==> src/rtl/tmr_fault_monitor.sv <==
// Fault monitor fed by the voter error sinks of the triplicated logic: sticky flags,
// saturating rise counter, interrupt, and a host scrub handshake with timeout escalation.
module tmr_fault_monitor #(
    parameter int N_SINKS     = 3,
    parameter int CNT_W       = 8,
    parameter int TIMEOUT     = 16,
    parameter int COOL_CYCLES = 4,
    localparam int FIRST_W    = (N_SINKS > 1) ? $clog2(N_SINKS) : 1
) (
    input  logic               clk,
    input  logic               rst,
    input  logic [N_SINKS-1:0] err_in,
    input  logic               clr,
    output logic               scrub_req,
    input  logic               scrub_ack,
    output logic               irq,
    output logic               fatal,
    output logic [N_SINKS-1:0] fault_vec,
    output logic [FIRST_W-1:0] first_idx,
    output logic [CNT_W-1:0]   fault_count,
    output logic [2:0]         dbg_state
);

    typedef enum logic [2:0] {
        S_IDLE     = 3'd0,
        S_REPORT   = 3'd1,
        S_SCRUB    = 3'd2,
        S_COOLDOWN = 3'd3,
        S_FATAL    = 3'd4
    } state_t;

    localparam int TMR_MAX = (TIMEOUT > COOL_CYCLES) ? TIMEOUT : COOL_CYCLES;
    localparam int TMR_W   = $clog2(TMR_MAX + 1);
    localparam logic [TMR_W-1:0] SCRUB_LAST = TMR_W'(TIMEOUT - 1);
    localparam logic [TMR_W-1:0] COOL_LAST  = TMR_W'(COOL_CYCLES - 1);

    state_t             state_q;
    logic               err_prev_q;
    logic [TMR_W-1:0]   timer_q;
    logic               irq_q;
    logic               scrub_req_q;
    logic               fatal_q;
    logic [N_SINKS-1:0] fault_vec_q;
    logic [FIRST_W-1:0] first_idx_q;
    logic [CNT_W-1:0]   fault_count_q;

    logic               err_any;
    logic               rise;
    logic [CNT_W-1:0]   fault_count_d;
    logic [N_SINKS-1:0] fault_vec_d;

    function automatic logic [FIRST_W-1:0] lowest_set(input logic [N_SINKS-1:0] v);
        lowest_set = '0;
        for (int i = N_SINKS - 1; i >= 0; i--) begin
            if (v[i]) lowest_set = FIRST_W'(i);
        end
    endfunction

    always_comb begin
        err_any       = |err_in;
        rise          = err_any & ~err_prev_q;
        fault_count_d = fault_count_q;
        if (rise && (fault_count_q != {CNT_W{1'b1}})) fault_count_d = fault_count_q + CNT_W'(1);
        fault_vec_d   = fault_vec_q | err_in;
    end

    // Scrub handshake: scrub_req holds high while in SCRUB; a scrub_ack sampled high on a
    // rising edge with scrub_req=1 completes the transfer. scrub_ack at any other time is ignored.
    always_ff @(posedge clk) begin
        if (rst) begin
            state_q       <= S_IDLE;
            err_prev_q    <= 1'b0;
            timer_q       <= '0;
            irq_q         <= 1'b0;
            scrub_req_q   <= 1'b0;
            fatal_q       <= 1'b0;
            fault_vec_q   <= '0;
            first_idx_q   <= '0;
            fault_count_q <= '0;
        end else begin
            err_prev_q    <= err_any;
            fault_count_q <= fault_count_d;
            fault_vec_q   <= fault_vec_d;
            case (state_q)
                S_IDLE: begin
                    if (err_any) begin
                        state_q     <= S_REPORT;
                        first_idx_q <= lowest_set(err_in);
                        irq_q       <= 1'b1;
                    end
                end
                S_REPORT: begin
                    if (clr) begin
                        // Reload rather than clear so errors present on the accept cycle survive.
                        state_q     <= S_SCRUB;
                        timer_q     <= '0;
                        fault_vec_q <= err_in;
                        irq_q       <= 1'b0;
                        scrub_req_q <= 1'b1;
                    end
                end
                S_SCRUB: begin
                    timer_q <= timer_q + TMR_W'(1);
                    if (scrub_ack) begin
                        state_q     <= S_COOLDOWN;
                        timer_q     <= '0;
                        scrub_req_q <= 1'b0;
                    end else if (timer_q == SCRUB_LAST) begin
                        state_q     <= S_FATAL;
                        scrub_req_q <= 1'b0;
                        irq_q       <= 1'b1;
                        fatal_q     <= 1'b1;
                    end
                end
                S_COOLDOWN: begin
                    if (timer_q == COOL_LAST) begin
                        if (fault_vec_q != '0) begin
                            state_q     <= S_REPORT;
                            first_idx_q <= lowest_set(fault_vec_q);
                            irq_q       <= 1'b1;
                        end else begin
                            state_q <= S_IDLE;
                        end
                    end else begin
                        timer_q <= timer_q + TMR_W'(1);
                    end
                end
                S_FATAL: begin
                    irq_q   <= 1'b1;
                    fatal_q <= 1'b1;
                end
                default: state_q <= S_IDLE;
            endcase
        end
    end

    assign scrub_req   = scrub_req_q;
    assign irq         = irq_q;
    assign fatal       = fatal_q;
    assign fault_vec   = fault_vec_q;
    assign first_idx   = first_idx_q;
    assign fault_count = fault_count_q;
    assign dbg_state   = state_q;

endmodule

==> config.mk <==
export PLATFORM = sky130hd
export DESIGN_NAME = tmr_fault_monitor
export DESIGN_NICKNAME = d
export VERILOG_FILES = /design/src/rtl/tmr_fault_monitor.sv
export SDC_FILE = /design/constraint.sdc
export NUM_CORES = 1
export LEC_CHECK = 0
export ABC_CLOCK_PERIOD_IN_PS = 2600
export CAP_MARGIN = 10
export CELL_PAD_IN_SITES_DETAIL_PLACEMENT = 0
export CELL_PAD_IN_SITES_GLOBAL_PLACEMENT = 2
export CORE_UTILIZATION = 29
export DETAILED_ROUTE_END_ITERATION = 10
export PLACE_DENSITY_LB_ADDON = 0.1
export SLEW_MARGIN = 20
export SYNTH_ARGS = -nofsm -noshare
export SYNTH_HDL_FRONTEND = slang
export SYNTH_SLANG_ARGS = --single-unit
==> constraint.sdc <==
create_clock -name clk -period 2.6 [get_ports clk]
set_clock_uncertainty 0.2 [all_clocks]
set_input_delay 0.39 -clock clk [delete_from_list [all_inputs] [get_ports clk]]
set_output_delay 0.39 -clock clk [all_outputs]
set_load 0.05 [all_outputs]
=== Yosys cells after proc, flatten, opt, wreduce, memory -nomap -nowiden ===
Cells that the tools add are included.

* Input port bits: 7
* Bits in registers: 25
* Logic and storage cells: 80

* Eq/ne operators: 15
* Muxes and demuxes: 35
* Bitwise logic cells: 4
* $add $sub $neg: 2
* Reduce and logical (&&, ||, !) cells: 15

{| class="wikitable"
|+ Operators with widths
! cell !! count
|-
| 3-bit 2-to-1 mux || 7
|-
| 2-bit 2-to-1 mux || 9
|-
| 5-bit 2-to-1 mux || 3
|-
| 3-bit one-hot mux with 5 select lines || 1
|-
| 5-bit one-hot mux with 3 select lines || 1
|-
| 2-bit inequality test (second input constant) || 7
|-
| 1-bit 2-to-1 mux || 10
|-
| 3-bit AND reduction || 3
|-
| 8-bit by 1-bit adder with 8-bit output (second input constant) || 1
|-
| 8-bit inequality test (second input constant) || 1
|-
| 7-bit AND reduction || 1
|-
| 3-bit by 2-bit == test with 1-bit output (second input constant) || 2
|-
| 2-bit nonzero test || 3
|-
| 3-bit nonzero test || 2
|-
| 5-bit by 1-bit adder with 5-bit output (second input constant) || 1
|-
| 5-bit by 2-bit == test with 1-bit output (second input constant) || 1
|-
| 5-bit by 4-bit == test with 1-bit output (second input constant) || 1
|-
| 1-bit one-hot mux with 5 select lines || 1
|-
| 5-bit AND reduction || 1
|-
| 5-bit nonzero test || 1
|-
| 1-bit one-hot mux with 2 select lines || 2
|-
| 2-bit one-hot mux with 2 select lines || 1
|-
| 4-bit AND reduction || 1
|-
| 3-bit by 1-bit == test with 1-bit output (second input constant) || 1
|-
| 8 further kinds || 9
|}

=== Logic depth before layout (Yosys ltp) ===
* Word-level depth: 6
* Depth in mapped cells: 7
* Mapped depth without buffers: 7

=== Worst setup path before layout ===
Ideal clock, no wire load.

* Kind: register to register
* From: register fault_count_q[0] (netlist: fault_count[0])
* To: register fault_count_q[7] (netlist: fault_count[7])
* Path buffers: 0
* Arrival: 1.950 ns
* Library setup time: 0.071 ns
* Path slack: 0.380 ns
* Stages on the path, launching flop included: 6
* Cells stage by stage: dfxtp_1 -> ha_1 -> and3_4 -> a211o_4 -> or4_1 -> a21oi_1

* Cells in the longest elaborated chain, start to end: 2

{| class="wikitable"
|+ RTL lines
! what !! line !! text
|-
| start: declaration || 45 || <nowiki>logic [CNT_W-1:0] fault_count_q;</nowiki>
|-
| start signal: assignment || 82 || <nowiki>fault_count_q <= fault_count_d;</nowiki>
|-
| parallel branches: the longest is 2 deep, another holds 8-bit by 1-bit adder with 8-bit output || -- ||
|}

Several ways; the timed one is not identified.
A chain may end at the register's enable or synchronous reset.

=== Worst setup path after layout ===
* From: register state_q[1] (netlist: dbg_state[1])
* To: output dbg_state[1]

{| class="wikitable"
|+ RTL lines
! what !! line !! text
|-
| start: declaration || 37 || <nowiki>state_t state_q;</nowiki>
|-
| start signal: assignment || 71 || <nowiki>state_q <= S_IDLE;</nowiki>
|-
| start signal: assignment || 87 || <nowiki>state_q <= S_REPORT;</nowiki>
|-
| start signal: assignment || 95 || <nowiki>state_q <= S_SCRUB;</nowiki>
|-
| end: declaration || 21 || <nowiki>output logic [2:0] dbg_state</nowiki>
|}

No word-level cell between the ends.

==> out/results.ini <==
[yosys]
synth-async-reset-ratio_pct = 0
netlist_area_um2 = 1264
ys_ff_latch = 25
synth.most_common_cell = dfxtp_1
avgSynthCellArea_um2 = 8.539
netlist_instances = 148
synth_top_area_share_pct = 39.60
yosysWarnings = 0
synth_nets = 158
synth.distinct_cells = 42
synth_area_leader_cell = dfxtp_1
synthFlopType = dfxtp_1
synth_edf_count = 0
synth.area.top_cells = dfxtp_1 (40%), a21oi_1 (8.3%), nor2_1 (4.8%), ha_1 (3.0%), o21ai_0 (2.8%)
synthTopCellsByCount = dfxtp_1 (25), a21oi_1 (21), nor2_1 (16)
synth-seq-area-share_pct = 39.60

[place]
io_buffers = 25
pre_cts_ws_ns = 0.2562
place_area_um2 = 1598
gpl.final_weighted_congestion = 0.7193
place_inst = 223
hpwl_um = 2170

[setup_path]
crit_path_cell_trace = clkdlybuf4s50_1
criticalPathCategory = register to primary output
cp_slowest_cell = clkdlybuf4s50_1
cp.required_ns = 2.01
worstSetupEndpointType = primary output
crit_path_max_fanout = 17
cp_num_buf_inv = 1
critPathTopFamily = buffers and inverters
slowest_delay_ns = 0.90
critPathLaunchType = register
arrival_ns = 1.82

[grt]
grt_pass1_wl_um = 5043
grt_max_degree = 18
grtUsageTotal_pct = 14.37
gr-total-overflow = 0
antenna_found_initial = 0
grt_pass1_vias = 1060

[cells_and_area]
final_area_um2 = 1643
final_cells = 227
n_fill_cell = 418
final_layout_size_suffix_gt1_share_pct = 10.17
area_growth_pct = 30.00
diodes = 0
fin_util_pct = 40.20
layout.nets = 188

[detailed_routing]
detail_route.wirelength_um = 2988
dr_wl_met3_um = 122
avgRoutedWirePerCell_um = 13.16
wl_met2_um = 1254
dr.pass1.iters = 4
drtIter0Drc = 93
vias = 1180
ant_nets = 0
drc_errors = 0
wl_met1_um = 1595
viasPerCell = 5.198
top_layer_used = met4

[pwr]
ir_drop_mv = 0.3293
p_leak_uw = 0.0005629
powerDensity_nw_per_um2 = 522.9

[die]
dieHeight_um = 68.01
dieArea_um2 = 4625
num_rows = 23
initial_core_util_pct = 30.92
dieWidth_um = 68.01
io_pins = 26
core_um2 = 4086

[sta]
maxSlewHeadroom_pct = 57.51
finalHoldViolations = 0
rsz0062_at_grt = false
finalSetupTns_ns = 0
max_freq_ghz = 0.4147
setup_viol = 0
finalCriticalPeriod_ns = 2.411
finalMaxSlewViolations = 0
tightestPinTransition_ns = 0.6357
finalCritPeriodShare_pct = 92.74
worst_slack_ns = 0.1887

[clocking]
root_buffer = clkbuf_8
post-cts-setup-buffer-count = 0
cts_tree = built
clkSinkCount = 25
htree_levels = 1
clockBufferDepth = 2
hold_buffers = 0
cts_buffers = 3
cts_resized = 0
clk_pin_slew_ns = 0.09
clk_latency_ns = 0.27

[worst_hold_path]
hp-class = register to register

[status]
outcome = finished clean

[flow_run]
drv_cap = 0

-- worst register-to-register path, stage by stage, from the launching register on --
cell,delay [ns]
dfxtp_1,0.38
ha_1,0.20
nor4b_2,0.54
nand4b_1,0.17
o41ai_1,0.14
mux2_2,0.39
-- registers in the layout, summed over array words and instances (netlist names), 2 cells and up --
signal / count
first_idx: 2
fault_vec: 3
dbg_state: 3
timer_q: 5
fault_count: 8
-- final timing paths --
kind,end,from,cells past startpoint,slack (ns)
hold / removal,fatal,fatal,2,0.28
setup reg to reg,first_idx[1],timer_q[0],5,0.48
setup / recovery,dbg_state[1],dbg_state[1],1,0.19
hold reg to reg,fatal,fatal,2,0.28
-- per-layer routing --
| layer | vias to the layer above | global-route usage, % |
|---|---|---|
| met5 | - | 0 |
| li1 | 605 | - |
| met4 | 0 | 3.385 |
| met1 | 545 | 20.22 |
| met2 | 28 | 21.57 |
| met3 | 2 | 3.833 |
-- kinds of logic after synthesis --
kind of cell / share of synthesized area, %
AND/OR/NAND/NOR: 28.91
XOR/XNOR: 1.386
flip-flops: 39.60
AO/OA/AOI/OAI: 21.49
buffers and inverters: 3.069
adder cells (fa/ha/maj): 2.971
multiplexers: 2.574
-- layout by cell type (no fill, tap or decap), drive strengths merged, types with 2 or more instances in the layout --
master,count
dfxtp,25
or3b,2
nand2,6
buf,6
a211oi,4
ha,3
or3,4
mux2,2
nand2b,3
and3,2
nor2b,5
nor2,16
a211o,2
nand3,6
clkbuf,4
nand3b,2
a21oi,21
nor3b,2
clkdlybuf4s50,25
or4,2
o21ai,7
o31ai,2
nor3,3
xnor2,2
inv,4
nor4,2
-- metrics by stage --
step                      hold slack (ns)  power [uW]
after floorplan                    0.2492       567.8
after global placement             0.2568       637.5
after detailed placement           0.2672       638.1
after CTS                          0.2881       871.9
after global routing               0.3132       908.4
final                              0.2837       859.0
-- report_power, final --
group          switching (uW)  leakage [uW]  internal, uW
Sequential               28.5      0.000205           404
Combinational             116      0.000336          80.5
Clock                     120     0.0000228           110
-- final cells by class --
cell class	count	area [um2]	share of cell area, %
Multi-Input combinational cell	113	724.4	44.10
Sequential cell	25	500.5	30.46
Clock buffer	4	45.04	2.742
Timing Repair Buffer	31	295.3	17.97
Inverter	4	15.01	0.9139
Tap cell	50	62.56	3.808
Note: power is estimated with default switching activity, not from simulation.
